### src/rtl/alu_mult_sequencer.sv
// Multi-cycle signed shift-add multiplier for the EX stage.
// One multiplier bit per cycle; the pipeline stalls until the product reaches HI/LO.
module alu_mult_sequencer #(
  parameter int unsigned WIDTH     = 32,
  parameter logic [3:0]  MULT_CTRL = 4'b1000
) (
  input  logic             clk_i,
  input  logic             rst_i,
  input  logic             start_i,
  input  logic [3:0]       alu_ctrl_i,
  input  logic [WIDTH-1:0] src1_i,
  input  logic [WIDTH-1:0] src2_i,
  input  logic             flush_i,
  output logic             busy_o,
  output logic             stall_o,
  output logic             done_o,
  output logic [WIDTH-1:0] hi_o,
  output logic [WIDTH-1:0] lo_o
);

  localparam int unsigned CW = $clog2(WIDTH + 1);
  localparam logic [CW-1:0]      CNT_ONE  = CW'(1);
  localparam logic [CW-1:0]      CNT_LAST = CW'(WIDTH - 1);
  localparam logic [WIDTH-1:0]   ONE_W    = WIDTH'(1);
  localparam logic [2*WIDTH-1:0] ONE_2W   = (2*WIDTH)'(1);

  typedef enum logic [1:0] {S_IDLE, S_RUN, S_FIX, S_DONE} state_t;

  // operand capture taken at accept; magnitudes plus the product sign
  typedef struct packed {
    logic [WIDTH-1:0] mcand;
    logic [WIDTH-1:0] mplier;
    logic             sign;
  } opnd_t;

  state_t             r_state, w_next;
  logic               r_done;
  logic [CW-1:0]      r_count;
  opnd_t              r_op;
  logic [2*WIDTH-1:0] r_acc;
  logic [WIDTH-1:0]   r_hi, r_lo;

  logic               w_accept, w_last, w_busy;
  opnd_t              w_op_in;
  logic [WIDTH:0]     w_sum;
  logic [2*WIDTH-1:0] w_acc_shift;
  logic [2*WIDTH-1:0] w_product;

  assign w_accept = start_i & (alu_ctrl_i == MULT_CTRL) & ~flush_i &
                    ((r_state == S_IDLE) | (r_state == S_DONE));
  assign w_last   = (r_count == CNT_LAST);

  // |-2^(W-1)| wraps to the same bit pattern, which is correct as unsigned
  assign w_op_in.mcand  = src1_i[WIDTH-1] ? (~src1_i + ONE_W) : src1_i;
  assign w_op_in.mplier = src2_i[WIDTH-1] ? (~src2_i + ONE_W) : src2_i;
  assign w_op_in.sign   = src1_i[WIDTH-1] ^ src2_i[WIDTH-1];

  assign w_sum       = {1'b0, r_acc[2*WIDTH-1:WIDTH]} +
                       (r_op.mplier[0] ? {1'b0, r_op.mcand} : '0);
  assign w_acc_shift = {w_sum, r_acc[WIDTH-1:1]};
  assign w_product   = r_op.sign ? (~r_acc + ONE_2W) : r_acc;

  // state register; done is registered straight off the next-state decode
  always_ff @(posedge clk_i or negedge rst_i) begin
    if (!rst_i) begin
      r_state <= S_IDLE;
      r_done  <= 1'b0;
    end else begin
      r_state <= w_next;
      r_done  <= (w_next == S_DONE);
    end
  end

  always_comb begin
    w_next = r_state;
    unique case (r_state)
      S_IDLE: if (w_accept) w_next = S_RUN;
      S_RUN: begin
        if (flush_i)     w_next = S_IDLE;
        else if (w_last) w_next = S_FIX;
      end
      S_FIX:  w_next = flush_i ? S_IDLE : S_DONE;
      S_DONE: w_next = w_accept ? S_RUN : S_IDLE;
    endcase
  end

  always_comb begin
    w_busy  = (r_state == S_RUN) | (r_state == S_FIX);
    busy_o  = w_busy;
    stall_o = w_busy | w_accept;
    done_o  = r_done;
    hi_o    = r_hi;
    lo_o    = r_lo;
  end

  // datapath: operand latch, shift-add accumulator, result registers
  always_ff @(posedge clk_i or negedge rst_i) begin
    if (!rst_i) begin
      r_count <= '0;
      r_op    <= '0;
      r_acc   <= '0;
      r_hi    <= '0;
      r_lo    <= '0;
    end else begin
      unique case (r_state)
        S_IDLE, S_DONE: begin
          if (w_accept) begin
            r_op    <= w_op_in;
            r_acc   <= '0;
            r_count <= '0;
          end
        end
        S_RUN: begin
          if (!flush_i) begin
            r_acc       <= w_acc_shift;
            r_op.mplier <= {1'b0, r_op.mplier[WIDTH-1:1]};
            r_count     <= r_count + CNT_ONE;
          end
        end
        S_FIX: begin
          if (!flush_i) begin
            r_hi <= w_product[2*WIDTH-1:WIDTH];
            r_lo <= w_product[WIDTH-1:0];
          end
        end
      endcase
    end
  end

endmodule

### config.mk
export PLATFORM = sky130hd
export DESIGN_NAME = alu_mult_sequencer
export DESIGN_NICKNAME = d
export VERILOG_FILES = /design/src/rtl/alu_mult_sequencer.sv
export SDC_FILE = /design/constraint.sdc
export NUM_CORES = 1
export LEC_CHECK = 0
export BUFFER_PORTS_ARGS = -buffer_cell sky130_fd_sc_hd__buf_2
export CELL_PAD_IN_SITES_DETAIL_PLACEMENT = 1
export CELL_PAD_IN_SITES_GLOBAL_PLACEMENT = 2
export CORE_ASPECT_RATIO = 0.7
export CORE_MARGIN = 4
export CORE_UTILIZATION = 33
export DETAILED_ROUTE_END_ITERATION = 6
export GPL_TIMING_DRIVEN = 0
export PLACE_DENSITY_LB_ADDON = 0.1
export SYNTH_ARGS = -nofsm -noshare
export SYNTH_HDL_FRONTEND = slang
export SYNTH_SLANG_ARGS = --single-unit
### constraint.sdc
create_clock -name clk_i -period 7.6 [get_ports clk_i]
set_input_delay 0.38 -clock clk_i [delete_from_list [all_inputs] [get_ports clk_i]]
set_output_delay 0.38 -clock clk_i [all_outputs]
set_load 0.05 [all_outputs]
==> reports/metrics.csv, run 1 <==
metric,value,unit
final_hold_viol_count,0,
rows,59,
drt_iter0_markers,936,
first_pass_iters,5,
netlist.area_leader.share,0.402,
synthXorXnorAreaFrac,0.0983,
synth_compound_area_frac,0.216,
dp_slack,3.60,ns
cp_max_fo,10,
synth_fa_ha_area_frac,0.0414,
syn_to_final_growth,17.4,%
synth.area.mux_share,0.00727,
max-vdd-ir-drop,154,uV
yosys.area.top_type,dfrtp_1,
cts_htree_levels,1,
cts_sinks,202,
overflow,0,
p_clk_frac,0.263,
drt-vias-per-instance,5.49,
ys_warn_count,0,
drive_above_1_share,0.136,
grt_max_degree,109,
power.density,318,nW/um^2
avgSynthCellArea,8.74,um^2
core-area,37400,um^2
leakagePower,0.00663,uW
netlist_instances,1438,
synth_top_family_by_area,compound AO/OA/AOI/OAI gates,
finClkSkew,0.0152,ns
clk_latency,0.54,ns
vias,11600,
diodes,0,
cts.root.buffer_cell,clkbuf_16,
regArea,5050,um^2
track_usage,0.219,
synth_nets,1551,
holdCritPathClass,in -> reg,
hpwlAfterDp,34.8,mm
place.gp.congestion,0.852,
path_class,reg -> out,
end_kind,output port,
internal-power,2670,uW
total_power,4690,uW
nNetsFinal,1718,
grt_pass1_wl,70.8,mm
synth_area,12600,um^2
swShare,0.430,
synthTopCellsByArea,"dfrtp_1, xor2_1, o21ai_0",
max_clock_freq,255,MHz
min_period_over_period,0.516,
path_clk_slew,0.06,ns
grt_pass1_vias,11700,
antenna_found_initial,1,
async_flop_share,1.00,
synth_simple_gate_area_frac,0.197,
worst_slack,3.68,ns
ys_ff_latch,202,
status,"complete, no violations",
tightest_slew,0.965,ns
multi_input_area,7040,um^2
ios,139,
numPortBuffers,138,
synth_flop_cell,dfrtp_1,
cts_buffer_depth,3,
cts_buffers,25,
initial_core_util,0.336,
fillers,4412,
dieWidth,241,um
p_switching,2020,uW
drc,0,
drv_cap,0,
synth_edf_count,0,
die_h,171,um
combPwrFrac,0.401,
cts_tree,yes,
ant_nets,0,
cp-start-kind,flip-flop,
routed_wl,45.6,mm
rsz0062_at_grt,no,
post-route-min-period,3.92,ns
fin_setup_tns,0,ns
arrival,3.54,ns
ys_types,72,
slew_headroom,0.351,
layout_common_cells,"nand2_1, dfrtp_1, o21ai_0, buf_2, xor2_1",
maxSlewViolCount,0,
final_common_cell,nand2_1,
final-setup-viol-count,0,
wl_per_cell,21.6,um
cts_setup_buffers,0,
yosysSeqAreaShare,0.402,
dieArea,41300,um^2
seqPwrFrac,0.336,
crit_required,7.22,ns
[state kept, by name, summed over array words and instances (netlist names)]
name and count:
r_op 65, r_acc 64, hi_o 32, lo_o 32, r_count 6, r_state 2
done_o 1
[per-layer routing]
metal	GRT usage	share of wire	vias up
li1	-	-	5508
met1	0.352	0.53	5810
met2	0.316	0.41	215
met3	0.0295	0.044	49
met4	0.0364	0.015	0
met5	0	0	-
[power groups by stage]
stage	clock (uW)	combinational [uW]	sequential, uW
global placement	0	1850	1580
detailed placement	0	1870	1590
CTS	1260	1880	1570
finish	1230	1880	1570
floorplan	0	1260	1500
global route	1300	2110	1600
[synthesized netlist by cell type, types with 5 or more instances]
cell type and n:
nand2_1 209, dfrtp_1 202, o21ai_0 187, xor2_1 114
clkbuf_1 78, a21oi_1 70, nor2_1 70, ha_1 40
o31ai_1 38, and2_1 34, a22o_1 30, xnor2_1 27
nor3_1 26, nand3_1 25, inv_1 24, or3_1 22
o41ai_1 18, nand4_1 17, or4_1 17, and3_1 13
o22ai_1 13, a211oi_1 11, nor4_1 11, a21o_1 9
mux2i_1 8, or2_2 8, nand2b_1 7, nor2b_1 7
o21a_1 7, a221oi_1 6, a22oi_1 6, a31oi_1 6
o21bai_1 6, nor3b_1 5
[logic make-up after synthesis]
family / Yosys count
flops: 202
compound gates: 436
xor+xnor: 141
buf+inv: 113
fa+ha+maj: 41
mux: 9
simple gates: 496
[timing repair]
action | in CTS | in global routing
endpoints found under the hold margin | 94 | 0
gates resized for setup | 0 | 0
hold buffers | 1 | 0
[critical path, stage by stage (launching register included)]
cell and delay (ns):
dfrtp_1 0.41, inv_1 0.10, ha_1 0.42, inv_1 0.12, nand4_1 0.11, clkbuf_1 0.55
clkbuf_1 0.40, clkbuf_1 0.52, nand2_1 0.13, buf_2 0.24
[layout make-up]
class	instances	area share
Multi-Input combinational cell	1123	0.477
Sequential cell	202	0.343
Timing Repair Buffer	140	0.0501
Clock buffer	33	0.0485
Tap cell	488	0.0414
Buffer	89	0.0256
Clock inverter	11	0.00806
Inverter	24	0.00611
[final timing paths]
kind | from | cells after the start | slack [ns] | to
worst max-delay path | r_state[1] | 9 | 3.68 | stall_o
worst min-delay path | src1_i[11] | 3 | 0.16 | r_op[44]
max in group asynchronous | rst_i | 3 | 6.10 | r_op[23]
worst min register to register | lo_o[14] | 2 | 0.47 | lo_o[14]
min in group asynchronous | rst_i | 2 | 0.44 | r_op[40]
worst max register to register | r_op[1] | 10 | 3.70 | r_acc[56]
[through the flow]
stage | hold slack (ns) | instance area, um^2 | utilization | instances
after global routing | 0.170 | 14700 | 0.395 | 2110
after CTS | 0.148 | 14700 | 0.395 | 2110
after detailed placement | 0.465 | 13900 | 0.372 | 2065
final | 0.164 | 14700 | 0.395 | 2110
after floorplan | 0.0844 | 12600 | - | 1438
after global placement | 0.459 | 13900 | 0.371 | 2064
(Power assumes the default switching activity.)
==> run 2, diff against run 1 <==
Settings changed: ABC_AREA set to 1, CORE_UTILIZATION 33 to 30.
Clock period 7.6 ns to 3.35 ns, I/O delays scaled along.
==> run 2 against run 1 <==
Sequential power rose to 2.8 times the previous value; routed wire length up 24%; utilization down 3.2 points; cell count is 45% higher.
==> reports/metrics.csv, run 2 <==
metric,value,unit,change
status,"complete, no violations",,
arrival,3.43,ns,-0.11 ns
synthTopCellsByArea,"dfrtp_1, nand2_1, inv_1",,
dieWidth,268,um,+11%
cts_setup_buffers,0,,unchanged
grt_max_degree,110,,+0.92%
regMostFlops,r_op,,
overflow,0,,unchanged
nNetsFinal,2541,,+48%
post-route-min-period,3.00,ns,
track_usage,0.221,,+0.00195
async_flop_share,1.00,,unchanged
largest_reg_flops,65,,unchanged
ant_nets,0,,unchanged
synth_flop_cell,dfrtp_1,,
cp-start-kind,flip-flop,,
utilization,0.363,,-0.0318
max_clock_freq,333,MHz,
cts_htree_levels,1,,unchanged
place.gp.congestion,0.872,,+2.4%
path_clk_slew,0.06,ns,about the same
multi_input_area,7680,um^2,+9.0%
numPortBuffers,138,,unchanged
finClkSkew,0.0274,ns,+0.0121 ns
wl_per_cell,18.5,um,-14%
drv_cap,0,,unchanged
syn_to_final_growth,19.2,%,
synth_nets,2336,,+51%
final_cell_area,16900,um^2,+15%
antenna_found_initial,1,,unchanged
reg_top3,"r_op x65, r_acc x64",,
regArea,5050,um^2,unchanged
netlist_instances,2223,,+55%
initial_core_util,0.304,,-0.0319
leakagePower,0.00912,uW,+37%
diodes,0,,unchanged
hpwlAfterDp,45.7,mm,+31%
drt_iter0_markers,930,,-0.64%
min_period_over_period,0.896,,
dp_slack,0.168,ns,-3.44 ns
holdCritPathClass,in -> reg,,
final_hold_viol_count,0,,unchanged
maxSlewViolCount,0,,unchanged
synth.most_common_cell,nand2_1,,
synth_area,14200,um^2,+13%
drt-vias-per-instance,4.93,,-10%
netlist.area_leader.share,0.356,,-0.0465
clk_latency,0.57,ns,+0.03 ns
synth_edf_count,0,,unchanged
grt_pass1_wl,88.5,mm,+25%
max-vdd-ir-drop,332,uV,+120%
yosys.area.top_type,dfrtp_1,,
avgSynthCellArea,6.39,um^2,-27%
cts_tree,yes,,
rsz0062_at_grt,no,,
crit_required,3.77,ns,-3.45 ns
power.density,879,nW/um^2,+180%
core-area,46700,um^2,+25%
drc,0,,unchanged
path_class,reg -> reg,,
grt_pass1_vias,15300,,+30%
drive_above_1_share,0.0908,,-0.0448
ios,139,,unchanged
ys_warn_count,0,,unchanged
die_h,190,um,+11%
fillers,6161,,+40%
layout_common_cells,"nand2_1, inv_1, nor2_1, nand3_1, dfrtp_1",,
dpl_cell_area,15700,um^2,+13%
tightest_slew,0.870,ns,-0.0950 ns
rrSetupSlack,0.35,ns,-3.35 ns
slew_headroom,0.420,,+0.0683
end_kind,flip-flop,,
ys_ff_latch,202,,unchanged
rows,66,,+12%
ys_types,39,,-46%
cp_max_fo,10,,unchanged
cts_buffers,25,,unchanged
worst_slack,0.347,ns,-3.33 ns
final-setup-viol-count,0,,unchanged
yosysSeqAreaShare,0.356,,-0.0465
dieArea,50900,um^2,+23%
final_common_cell,nand2_1,,
routed_wl,56.6,mm,+24%
ys_top_cells_by_count,"nand2_1, inv_1, nor2_1",,
first_pass_iters,5,,unchanged
cts_buffer_depth,3,,unchanged
vias,15100,,+30%
cts_sinks,202,,unchanged
cts.root.buffer_cell,clkbuf_16,,
-- run 2: cell type report --
type,count,share of cell area
sequential,202,0.298
clock buffer,32,0.0409
tap,612,0.0452
inverter,306,0.0678
clock inverter,11,0.00916
multi-input combinational,1648,0.453
buffer,67,0.0192
timing repair buffer,178,0.0660
-- run 2: path summary, 6_finish.rpt --
| check | endpoint | cells after the start | startpoint |
|---|---|---|---|
| max | r_acc[51] | 17 | r_op[1] |
| min | r_op[37] | 4 | src1_i[4] |
| max reg2reg | r_acc[51] | 17 | r_op[1] |
| min reg2reg | hi_o[7] | 2 | hi_o[7] |
| max in group asynchronous | r_op[63] | 3 | rst_i |
| min in group asynchronous | lo_o[18] | 2 | rst_i |
-- run 2: power breakdown --
group | switching [uW] | total (uW) | internal, uW
clock network | 1150 | 2840 | 1690
logic | 5680 | 7730 | 2050
registers | 852 | 4330 | 3470
total | 7680 | 14900 | 7220
-- run 2: timing repair --
action / 4_1_cts / 5_1_grt
hold buffers: 39 / 0
endpoints found under the hold margin: 146 / 0
gates resized for setup: 0 / 2
setup endpoints to repair: 0 / 3
-- run 2: worst max-delay path, stage by stage (launching register included) --
cell      delay (ns)
dfrtp_1         0.32
clkbuf_1        0.25
clkbuf_2        0.28
nand2_1         0.09
inv_1           0.13
ha_1            0.27
inv_1           0.08
fa_1            0.36
inv_1           0.12
nand3_1         0.08
nand3_1         0.17
nand2_1         0.08
nand3_1         0.16
nand2_1         0.08
nand2_1         0.18
nand2_1         0.09
nand2_1         0.07
o21ai_0         0.07
-- run 2: metrics by stage --
stage / setup TNS, ns / hold slack, ns / power (uW) / instances
floorplan: 0 / -0.128 / 9490 / 2223
global placement: -313.48 / 0.457 / 11900 / 2973
detailed placement: 0 / 0.318 / 12000 / 2974
CTS: 0 / 0.00193 / 15000 / 3056
global route: 0 / 0.0238 / 16000 / 3056
finish: 0 / 0.0261 / 14900 / 3056
-- run 2: cell families after synthesis --
group,share of synthesized area
adder cells (fa/ha/maj),0.0366
XOR/XNOR,0.0277
buffers and inverters,0.104
AND/OR/NAND/NOR,0.375
AO/OA/AOI/OAI,0.101
flip-flops,0.356
-- run 2: layer usage --
metal / track usage / share of wire / vias to the layer above
met5: 0 / 0 / -
met2: 0.318 / 0.39 / 290
met3: 0.0200 / 0.039 / 43
met4: 0.0315 / 0.014 / 0
met1: 0.361 / 0.55 / 7257
li1: - / - / 7478
==> run 3, diff against run 2 <==
--- a/config.mk
+++ b/config.mk
@@ -13,3 +13,3 @@
 export CORE_MARGIN = 4
-export CORE_UTILIZATION = 30
+export CORE_UTILIZATION = 33
 export DETAILED_ROUTE_END_ITERATION = 6
==> constraint.sdc (replaced) <==
create_clock -name clk_i -period 3.1 [get_ports clk_i]
set_input_delay 0.31 -clock clk_i [delete_from_list [all_inputs] [get_ports clk_i]]
set_output_delay 0.31 -clock clk_i [all_outputs]
set_load 0.05 [all_outputs]
==> run 3 against run 2 <==
First-iteration DRC count increased by 14%; sequential cell count unchanged; clock power about the same; sequential power increased by 7.6%; sequential share of layout area increased by 0.95 points; via count decreased by 1.1%; routed wire length decreased by 2.6%; count of clock-buffer cells in the layout increased by 4; hold slack improved by 0.026 ns; cell count decreased by 3.1%; utilization increased by 2.4 points; critical path type unchanged; highest routed layer unchanged.
==> reports/metrics.csv, run 3 (synthesis results as in run 2) <==
metric,value,unit,change
routed_wl,55.1,mm,-2.6%
fillers,5656,,-8.2%
core-area,42400,um^2,-9.1%
crit_required,3.51,ns,-0.26 ns
numPortBuffers,138,,unchanged
finClkSkew,0.0176,ns,-0.00972 ns
vias,14900,,-1.1%
final_hold_viol_count,0,,unchanged
cts_tree,yes,,
ios,139,,unchanged
track_usage,0.235,,+0.0138
syn_to_final_growth,15.6,%,
cp-start-kind,flip-flop,,
place.gp.congestion,0.929,,+6.5%
status,"complete, no violations",,
rrSetupSlack,0.26,ns,-0.09 ns
initial_core_util,0.335,,+0.0305
arrival,3.25,ns,-0.18 ns
power.density,964,nW/um^2,+9.6%
path_class,reg -> reg,,
final-setup-viol-count,0,,unchanged
ant_nets,0,,unchanged
dieWidth,256,um,-4.5%
post-route-min-period,2.84,ns,-0.162 ns
rsz0062_at_grt,no,,
reg_top3,"r_op x65, r_acc x64",,
cts_setup_buffers,0,,unchanged
slew_headroom,0.399,,-0.0208
wl_per_cell,18.6,um,+0.57%
min_period_over_period,0.917,,+0.0201
rows,63,,-4.5%
path_clk_slew,0.06,ns,about the same
clk_latency,0.55,ns,-0.02 ns
drive_above_1_share,0.0926,,+0.00177
fin_setup_tns,0,ns,unchanged
dieArea,46500,um^2,-8.8%
cts_buffer_depth,3,,unchanged
cts.root.buffer_cell,clkbuf_16,,
grt_pass1_wl,87.5,mm,-1.1%
final_common_cell,nand2_1,,
drt-vias-per-instance,5.04,,+2.2%
hpwlAfterDp,44.5,mm,-2.5%
drt_iter0_markers,1064,,+14%
max_clock_freq,352,MHz,+5.7%
drv_cap,0,,unchanged
regMostFlops,r_op,,
final_cell_area,16400,um^2,-3.1%
cts_htree_levels,1,,unchanged
rr_startpoint,r_op[1],,
end_kind,flip-flop,,
antenna_found_initial,1,,unchanged
overflow,0,,unchanged
maxSlewViolCount,0,,unchanged
drc,0,,unchanged
nNetsFinal,2502,,-1.5%
dpl_cell_area,15600,um^2,-0.48%
hp-start,src1_i[1],,
holdCritPathClass,in -> reg,,
die_h,182,um,-4.5%
cp_max_fo,10,,unchanged
grt_pass1_vias,15200,,-0.27%
leakagePower,0.00893,uW,-2.1%
layout_common_cells,"nand2_1, inv_1, nor2_1, nand3_1, dfrtp_1",,
tightest_slew,0.902,ns,+0.0311 ns
max-vdd-ir-drop,390,uV,+17%
diodes,0,,unchanged
cp-startpoint,r_op[1],,
first_pass_iters,5,,unchanged
largest_reg_flops,65,,unchanged
cts_sinks,202,,unchanged
cts_buffers,25,,unchanged
grt_max_degree,114,,+3.6%
total_power,15800,uW,+6.2%
==> run 3: critical path: stages (launching register included) <==
cell	delay, ns
dfrtp_1	0.47
clkbuf_4	0.26
nand2_1	0.07
inv_1	0.12
ha_1	0.29
inv_1	0.09
fa_1	0.36
inv_1	0.12
nand3_1	0.09
nand3_1	0.17
nand2_1	0.08
nand3_1	0.15
nand2_1	0.07
nand2_1	0.16
nand2_1	0.08
nand2_1	0.06
o21ai_0	0.07
==> run 3: routing by layer <==
layer / vias up / routed length [um] / share of wire / GRT usage
met5: - / 0 / 0 / 0
met4: 0 / 688 / 0.012 / 0.0309
met3: 42 / 2450 / 0.045 / 0.0290
met2: 295 / 21800 / 0.40 / 0.342
met1: 7185 / 30100 / 0.55 / 0.378
li1: 7387 / - / - / -
==> run 3: cell type report <==
cell class	count	area, um^2	share of cell area
clock inverter	10	62.6	0.00381
sequential	202	5050	0.308
inverter	306	1150	0.0700
timing repair buffer	140	738	0.0450
buffer	66	325	0.0198
multi-input combinational	1648	7680	0.468
clock buffer	36	717	0.0437
tap	552	691	0.0421
==> run 3: path summary, 6_finish.rpt <==
path	to	depth (start not counted)
setup / recovery	r_acc[51]	16
hold / removal	r_op[34]	3
setup reg to reg	r_acc[51]	16
hold reg to reg	lo_o[18]	2
max in group asynchronous	r_acc[52]	3
min in group asynchronous	lo_o[17]	2
==> run 3: repair_timing <==
action,4_1_cts,5_1_grt
cloned,0,0
hold endpoints to repair,89,0
pin swaps,0,0
setup endpoints to repair,3,12
hold buffers,1,0
resized for setup,1,4
==> run 3: stage by stage <==
stage	utilization	hold WS, ns	cells	setup slack [ns]
finish	0.387	0.0518	2960	0.259
global route	0.387	0.0591	2960	0.0176
CTS	0.387	0.0356	2961	0.0904
detailed placement	0.368	0.393	2914	-0.0432
global placement	0.368	0.458	2913	-2.00
floorplan	-	0.0144	2223	0.699
==> run 3: power breakdown <==
| part | total [uW] | internal (uW) | switching, uW |
|---|---|---|---|
| clock | 2810 | 1610 | 1200 |
| sequential | 4660 | 3750 | 911 |
| combinational | 8340 | 2190 | 6160 |
| total | 15800 | 7550 | 8270 |
